### config.mk
export PLATFORM = sky130hd
export DESIGN_NAME = m_csr_access_unit
export DESIGN_NICKNAME = d
export VERILOG_FILES = /design/src/rtl/m_csr_access_unit.sv
export SDC_FILE = /design/constraint.sdc
export NUM_CORES = 1
export LEC_CHECK = 0
export CORE_ASPECT_RATIO = 0.8
export CORE_UTILIZATION = 45
export DETAILED_ROUTE_END_ITERATION = 7
export HOLD_SLACK_MARGIN = 0.1
export PLACE_DENSITY_LB_ADDON = 0.3
export SYNTH_ARGS = -nofsm -noshare
export SYNTH_HDL_FRONTEND = slang
export SYNTH_SLANG_ARGS = --single-unit
### constraint.sdc
create_clock -name clk -period 8.76 [get_ports clk]
set_clock_uncertainty 0.1 [all_clocks]
set_input_delay 1.752 -clock clk [delete_from_list [all_inputs] [get_ports clk]]
set_output_delay 1.752 -clock clk [all_outputs]
set_load 0.005 [all_outputs]
### src/rtl/m_csr_access_unit.sv
// Sequential Zicsr access controller for the EXE stage: decode, legality check, req/ack with the
// CSR file and a registered response to MEM. Optional CSR_ACCESS_STATS_EN adds access counters.
module m_csr_access_unit #(
    parameter int unsigned XLEN        = 32,
    parameter int unsigned ACK_TIMEOUT = 8
) (
    input  logic            clk,
    input  logic            rst,
    input  logic            in_valid,
    output logic            in_ready,
    input  logic [31:0]     instruction,
    input  logic [1:0]      csr_ops,
    input  logic [XLEN-1:0] rs1_data,
    input  logic            RegWrite_in,
    input  logic [1:0]      priv_mode,
    output logic            csr_req_valid,
    output logic            csr_rd_req,
    output logic            csr_wr_req,
    output logic [1:0]      csr_op,
    output logic [11:0]     csr_addr,
    output logic [XLEN-1:0] csr_wdata,
    input  logic            csr_ack,
    input  logic [XLEN-1:0] csr_rdata,
    output logic            out_valid,
    input  logic            out_ready,
    output logic [XLEN-1:0] out_rdata,
    output logic            out_RegWrite,
    output logic            illegal_csr,
    output logic [31:0]     illegal_tval
`ifdef CSR_ACCESS_STATS_EN
    ,
    output logic [31:0]     stat_access,
    output logic [31:0]     stat_illegal
`endif
);

    localparam int unsigned CntW = $clog2(ACK_TIMEOUT + 1);
    localparam logic [CntW-1:0] CntLast = CntW'(ACK_TIMEOUT - 1);

    typedef enum logic [1:0] {StIdle, StWait, StResp} state_e;

    state_e          state_q;
    logic [CntW-1:0] cnt_q;
    logic            rd_nz_q;
    logic [31:0]     instr_q;

    logic [4:0]      dec_rd;
    logic [4:0]      dec_rs1;
    logic            dec_imm;
    logic [11:0]     dec_addr;
    logic            dec_rd_req;
    logic            dec_wr_req;
    logic            dec_illegal;
    logic [XLEN-1:0] dec_wdata;
    logic            accept;
    logic            timeout_fire;

    assign dec_rd   = instruction[11:7];
    assign dec_rs1  = instruction[19:15];
    assign dec_imm  = instruction[14];
    assign dec_addr = instruction[31:20];

    // CSRRW with rd=x0 must not read; CSRRS/C with rs1/uimm=0 must not write.
    always_comb begin
        dec_rd_req = 1'b1;
        dec_wr_req = (dec_rs1 != 5'd0);
        if (csr_ops == 2'b01) begin
            dec_rd_req = (dec_rd != 5'd0);
            dec_wr_req = 1'b1;
        end
    end

    assign dec_illegal = (dec_wr_req && (dec_addr[11:10] == 2'b11)) ||
                         (dec_addr[9:8] > priv_mode);
    assign dec_wdata   = dec_imm ? {{(XLEN-5){1'b0}}, dec_rs1} : rs1_data;

    assign accept       = in_valid && in_ready;
    assign timeout_fire = (state_q == StWait) && !csr_ack && (cnt_q == CntLast);

    always_ff @(posedge clk or posedge rst) begin
        if (rst) begin
            state_q       <= StIdle;
            cnt_q         <= '0;
            rd_nz_q       <= 1'b0;
            instr_q       <= '0;
            in_ready      <= 1'b1;
            csr_req_valid <= 1'b0;
            csr_rd_req    <= 1'b0;
            csr_wr_req    <= 1'b0;
            csr_op        <= 2'b00;
            csr_addr      <= '0;
            csr_wdata     <= '0;
            out_valid     <= 1'b0;
            out_rdata     <= '0;
            out_RegWrite  <= 1'b0;
            illegal_csr   <= 1'b0;
            illegal_tval  <= '0;
        end else begin
            unique case (state_q)
                StIdle: begin
                    if (accept) begin
                        in_ready <= 1'b0;
                        instr_q  <= instruction;
                        if (csr_ops == 2'b00) begin
                            out_RegWrite <= RegWrite_in;
                            out_rdata    <= '0;
                            illegal_csr  <= 1'b0;
                            illegal_tval <= '0;
                            out_valid    <= 1'b1;
                            state_q      <= StResp;
                        end else if (dec_illegal) begin
                            out_RegWrite <= 1'b0;
                            out_rdata    <= '0;
                            illegal_csr  <= 1'b1;
                            illegal_tval <= instruction;
                            out_valid    <= 1'b1;
                            state_q      <= StResp;
                        end else begin
                            csr_req_valid <= 1'b1;
                            csr_rd_req    <= dec_rd_req;
                            csr_wr_req    <= dec_wr_req;
                            csr_op        <= csr_ops;
                            csr_addr      <= dec_addr;
                            csr_wdata     <= dec_wdata;
                            rd_nz_q       <= (dec_rd != 5'd0);
                            cnt_q         <= '0;
                            state_q       <= StWait;
                        end
                    end
                end
                StWait: begin
                    // Ack takes priority over a timeout landing in the same cycle.
                    if (csr_ack || timeout_fire) begin
                        csr_req_valid <= 1'b0;
                        csr_rd_req    <= 1'b0;
                        csr_wr_req    <= 1'b0;
                        csr_op        <= 2'b00;
                        csr_addr      <= '0;
                        csr_wdata     <= '0;
                        cnt_q         <= '0;
                        out_valid     <= 1'b1;
                        state_q       <= StResp;
                        if (csr_ack) begin
                            out_rdata    <= csr_rd_req ? csr_rdata : '0;
                            out_RegWrite <= rd_nz_q;
                            illegal_csr  <= 1'b0;
                            illegal_tval <= '0;
                        end else begin
                            out_rdata    <= '0;
                            out_RegWrite <= 1'b0;
                            illegal_csr  <= 1'b1;
                            illegal_tval <= instr_q;
                        end
                    end else begin
                        cnt_q <= cnt_q + 1'b1;
                    end
                end
                StResp: begin
                    if (out_ready) begin
                        out_valid    <= 1'b0;
                        out_rdata    <= '0;
                        out_RegWrite <= 1'b0;
                        illegal_csr  <= 1'b0;
                        illegal_tval <= '0;
                        in_ready     <= 1'b1;
                        state_q      <= StIdle;
                    end
                end
                default: begin
                    state_q  <= StIdle;
                    in_ready <= 1'b1;
                end
            endcase
        end
    end

`ifdef CSR_ACCESS_STATS_EN
    always_ff @(posedge clk or posedge rst) begin
        if (rst) begin
            stat_access  <= '0;
            stat_illegal <= '0;
        end else begin
            if (accept && (csr_ops != 2'b00)) begin
                stat_access <= stat_access + 32'd1;
            end
            if ((accept && (csr_ops != 2'b00) && dec_illegal) || timeout_fire) begin
                stat_illegal <= stat_illegal + 32'd1;
            end
        end
    end
`endif

endmodule

# Word level (Yosys, flattened, before mapping)
# Index checks and enable logic that the tools add are counted.
# classes
n_addsub,1
n_mul,0
n_div,0
n_lt_le_gt_ge,1
eq_ne,11
shift,0
muxes,76
bitwise_logic,3
n_reduce_logical,20
# op_table
op,n
$mux W32,17
$pmux W32 S3,2
$pmux W32 S2,1
$mux W12,4
$mux W1,28
$pmux W12 S2,1
$mux W2,9
$mux W4,4
$pmux W1 S3,4
$reduce_and A5 Y1,2
$reduce_bool A5 Y1,2
$ne A2 B2 Y1 const B,4
$pmux W4 S2,1
$reduce_and A4 Y1,2
$pmux W1 S2,3
$pmux W2 S3,1
$reduce_and A3 Y1,2
$add A4 B1 Y4 const B,1
$eq A2 B1 Y1 const B,2
$eq A2 B2 Y1 const B,2
$eq A4 B3 Y1 const B,1
$logic_and A1 B1 Y1,4
$logic_not A2 Y1,2
$pmux W2 S2,1
other kinds (9),12
# word_totals
reg_bits,156
latch_bits,0
ram_bits,0
romBits,0
input_bits,106
output_inout_bits,117
mem_count,0

# Depth between registers and ports, before layout
# depth
depth_word,8
depth_mapped,9
depth_no_buf,7

# Least setup slack after synthesis
# No wires, ideal clock.
# synth_path
path_kind,in2reg
from,input instruction[15]
to,register csr_addr[0]
setup_ps,121
arrival_time_ps,3610
t_required_ps,8539
setup_slack_ps,4929
path_stages,7
n_path_buf,2
path_cell_list,or4_1 o311ai_0 a32oi_1 nand2b_4 buf_2 buf_6 a22o_1
# synth_between
elab_chain_len,6
# synth_lines
element,line_no,source
from (decl),11,"input logic [31:0] instruction,"
$reduce_bool A5 Y1,66,dec_wr_req = (dec_rs1 != 5'd0);
$mux W1,67,if (csr_ops == 2'b01) begin
$logic_and A1 B1 Y1,73,assign dec_illegal = (dec_wr_req && (dec_addr[11:10] == 2'b11)) ||
$logic_or A1 B1 Y1,73,
$ne A2 B2 Y1 (no line),-,
$reduce_and A5 Y1 (no line),-,
to (signal assigned),123,csr_addr <= dec_addr;
to (decl),20,"output logic [11:0] csr_addr,"
# Every way passes these cells.
# A chain may end at the register's enable or synchronous reset.

# Final worst setup path
# layout_path
from,input instruction[15]
to,register out_rdata[10]
# layout_between
elab_chain_len,6
# layout_lines
element,line_no,source
$reduce_bool A5 Y1,66,
$mux W1,67,
$logic_and A1 B1 Y1,73,
$logic_or A1 B1 Y1,73,
$ne A3 B3 Y1 (no line),-,
$reduce_and A5 Y1 (no line),-,
to (signal assigned),144,out_rdata <= csr_rd_req ? csr_rdata : '0;
to (decl),26,"output logic [XLEN-1:0] out_rdata,"
# Every way passes these cells.

==> Implementation_results.wiki <==
{| class="wikitable"
! Metric !! Value
|-
| Number of iterations in the first detailed-routing pass || 5
|-
| Worst setup SP type || input port
|-
| Routed wire length per instance || ~17 um
|-
| Max-cap check violation count || 0
|-
| Type of the most critical hold path || reg2reg
|-
| Share of post-route cells with drive strength above 1 || approximately 10%
|-
| Num CTS Buffers || 17
|-
| Vias per cell || approximately 5.2
|-
| Total count of max-transition violations in the final report || 0
|-
| Cell count of the worst reg-to-reg path || 8
|-
| Number of gates resized after cts || 0
|-
| Async set-reset flop share out of synthesis || between 90% and 100%
|-
| Worst-skew pair later-pin latency || 420 ps
|-
| Post-synth design cell area || 6380 um2
|-
| Least-Margin Pin Slew || 1160 ps
|-
| Horizontal die dimension || ~140 um
|-
| Final setup vio count || 0
|-
| Total length of routed wires || around 16000 um
|-
| Worst VDD drop || around 0.17 mV
|-
| DR DRC count || 0
|-
| Area of the core || 13700 um2
|-
| Number of enable flip-flop cells after synthesis || 0
|-
| Average cell area after synthesis || approximately 12 um2
|-
| Data arrival, critical path || between 5000 and 6000 ps
|-
| CTS H-Tree Depth || 4
|-
| Critical Path Sink Type || register
|-
| Fraction of the yosys area taken by sequential cells || 61.2%
|-
| Primary flip-flop cell chosen by synthesis mapping || dfrtp_1
|-
| Iteration-0 DRC count of the detailed router || ~340
|-
| Power Dens Cells || between 150 and 200 nW/um2
|-
| Period minus WS final || around 5200 ps
|-
| Vertical die dimension || between 100 and 150 um
|-
| Portion of the clock cycle consumed by the worst path in the final layout || 59.5%
|-
| Status || finished clean
|-
| Wire length of the first global-routing pass || approximately 26000 um
|-
| Flop2flop setup slack || 4950 ps
|-
| Setup repair after global routing missed its margin || false
|-
| Relative slew slack || 22.6%
|-
| Distinct cell type count after synthesis || 38
|-
| Number of warnings reported in the yosys synthesis log || 0
|-
| Critical path capture point || out_rdata[10]
|-
| Effective utilization at floorplan || 46.6%
|-
| Total half-perimeter wirelength after legalization and detailed placement || 11200 um
|-
| Upper clock frequency limit || 192 MHz
|-
| Critical Path Max Stage Delay || ~900 ps
|-
| Overall global routing resource usage || 23.1%
|-
| Initial antenna violation count || 0
|-
| Post-CTS setup buffers || 0
|-
| Cells after Synth || around 550
|-
| Boundary Pins || around 220
|-
| Buffers from clock root to sink, at most || 2
|-
| PnR worst setup slack || roughly 3500 ps
|-
| Vias in the first global route || 4976
|-
| Count of state elements after synthesis || about 160
|-
| Critical Path Start || instruction[15]
|-
| Port buffer count || ~220
|-
| Critical Path, Cell by Cell || clkdlybuf4s50_1 -> or4_1 -> o311a_1 -> o41ai_4 -> buf_4 -> o21ai_0
|-
| Inserted Diodes || 0
|-
| Sum of overflow across all layers after global routing || 0
|-
| Worst Setup Path Type || in2reg
|-
| CP Data Required Time || between 8000 and 9000 ps
|-
| Maximum fanout along the worst path || 114
|-
| Largest net degree at the start of global routing || 115
|-
| Slowest-stage cell, CP || o41ai_4
|-
| Clock sinks || approximately 160
|-
| Vias after detailed routing || 4998
|-
| Leakage || approximately 4.1 nW
|-
| Setup TNS Final || 0 ps
|-
| RR Startpoint || state_q[1]
|-
| Hold Violations, Final || 0
|-
| CTS Root Buffer Type || clkbuf_16
|-
| Syn nets || between 600 and 700
|-
| End of the worst register-to-register path || out_rdata[10]
|-
| Clock transition time at the flip-flop clock pins of the worst setup and hold paths || 60 ps
|-
| Relative area change from synthesis to final layout || 45.9%
|-
| Number of hold buffers added after CTS || 0
|-
| Worst slack at placement || roughly 3100 ps
|-
| Number of rows created at floorplan || 38
|-
| Number of nets still failing antenna checks after routing || 0
|-
| Gp weighted congestion || between 0.7 and 0.8
|-
| Final net count || 875
|-
| Die footprint || between 10000 and 15000 um2
|-
| TritonCTS clock tree || done
|}
-- registers in the layout, indices dropped and copies added, names as in the netlist --
signal and count:
csr_rd_req 1, state_q 2, rd_nz_q 1, cnt_q 4
csr_wr_req 1, out_RegWrite 1, illegal_tval 32, csr_addr 12
csr_wdata 32, csr_op 2, in_ready 1, out_valid 1
illegal_csr 1, csr_req_valid 1, instr_q 32, out_rdata 32
-- power breakdown --
group | internal, mW | switching (mW) | leakage, nW
clock | 0.473 | 0.269 | 0.298
sequential | 0.735 | 0.00862 | 2.14
combinational | 0.0801 | 0.0534 | 1.71
total | 1.29 | 0.331 | 4.14
-- cell families (layout without fill, tap and decap cells) --
| family | count (synthesis) | after routing | share of synthesized area [%] |
|---|---|---|---|
| flops | 156 | 156 | 61.2 |
| buf+inv | 45 | 264 | 3.26 |
| mux | 37 | 37 | 6.51 |
| simple gates | 142 | 142 | 9.55 |
| compound gates | 168 | 168 | 18.3 |
| fa+ha+maj | 6 | 6 | 1.18 |
-- critical path: cells and delay by family --
| kind | cells | cell delay, ps |
|---|---|---|
| compound gates | 3 | 1590 |
| buf+inv | 2 | 1310 |
| simple gates | 1 | 620 |
-- metrics by stage --
stage                     util [%]  std cells  power [mW]  area (um2)  hold WS (ps)
final                         68.0        953        1.62        9310           369
after global routing          68.0        953        1.68        9310           398
after CTS                     68.0        953        1.64        9310           370
after detailed placement      63.6        924       0.891        8710           365
after global placement        63.6        924       0.888        8710           358
after floorplan                  -        554       0.795        6380           338
-- Yosys cell counts (6+ instances only) --
master | n | share of area [%]
o21ai_1 | 15 | 1.2
dfrtp_1 | 155 | 61
clkbuf_1 | 26 | 1.5
a22o_1 | 50 | 6.9
nor2_1 | 10 | 0.59
mux2_2 | 36 | 6.4
inv_1 | 7 | 0.41
ha_1 | 6 | 1.2
a22oi_1 | 32 | 3.8
o21ai_0 | 57 | 4.5
buf_4 | 7 | 0.82
nand2_1 | 110 | 6.5
-- worst min path at each step --
stage          startpoint  slack (ps)  cells past startpoint        to
6_report         cnt_q[3]         370                      1  cnt_q[3]
5_1_grt          cnt_q[3]         400                      1  cnt_q[3]
3_5_place_dp     cnt_q[3]         360                      1  cnt_q[3]
4_1_cts          cnt_q[3]         370                      1  cnt_q[3]
2_1_floorplan    cnt_q[3]         340                      1  cnt_q[3]
3_3_place_gp     cnt_q[3]         360                      1  cnt_q[3]
-- layer usage --
metal	up-vias	GRT usage (%)	part of all wire, %
met5	-	0	0
met4	0	8.43	0.95
met3	8	5.58	5.4
met2	144	36.8	49
met1	2452	30.7	44
li1	2394	-	-
-- area by class of cell --
cell class | instances | area [um2]
Fill cell | 1024 | 4390
Sequential cell | 156 | 3910
Multi-Input combinational cell | 353 | 2280
Timing Repair Buffer | 228 | 2270
Clock buffer | 22 | 484
Tap cell | 180 | 225
Clock inverter | 7 | 114
Inverter | 7 | 31.3
-- cells in the final DEF, fill, tap and decap left out, types with 2 or more instances in the layout --
cell type and count:
nor2_1 9, buf_4 6, o21ai_1 15, o21ai_0 57, mux2_2 36, clkinv_2 3
or4_1 2, dfrtp_1 155, inv_1 6, and2_1 3, a21oi_1 2, clkbuf_8 4
nor2b_1 4, nand2_1 110, clkbuf_16 17, nand2b_1 2, a21o_1 2, clkdlybuf4s50_1 222
bufinv_16 3, a22oi_1 32, ha_1 6, or3_1 3, o41ai_1 2, a22o_1 50
No activity file was read; power rests on OpenSTA's default activity.
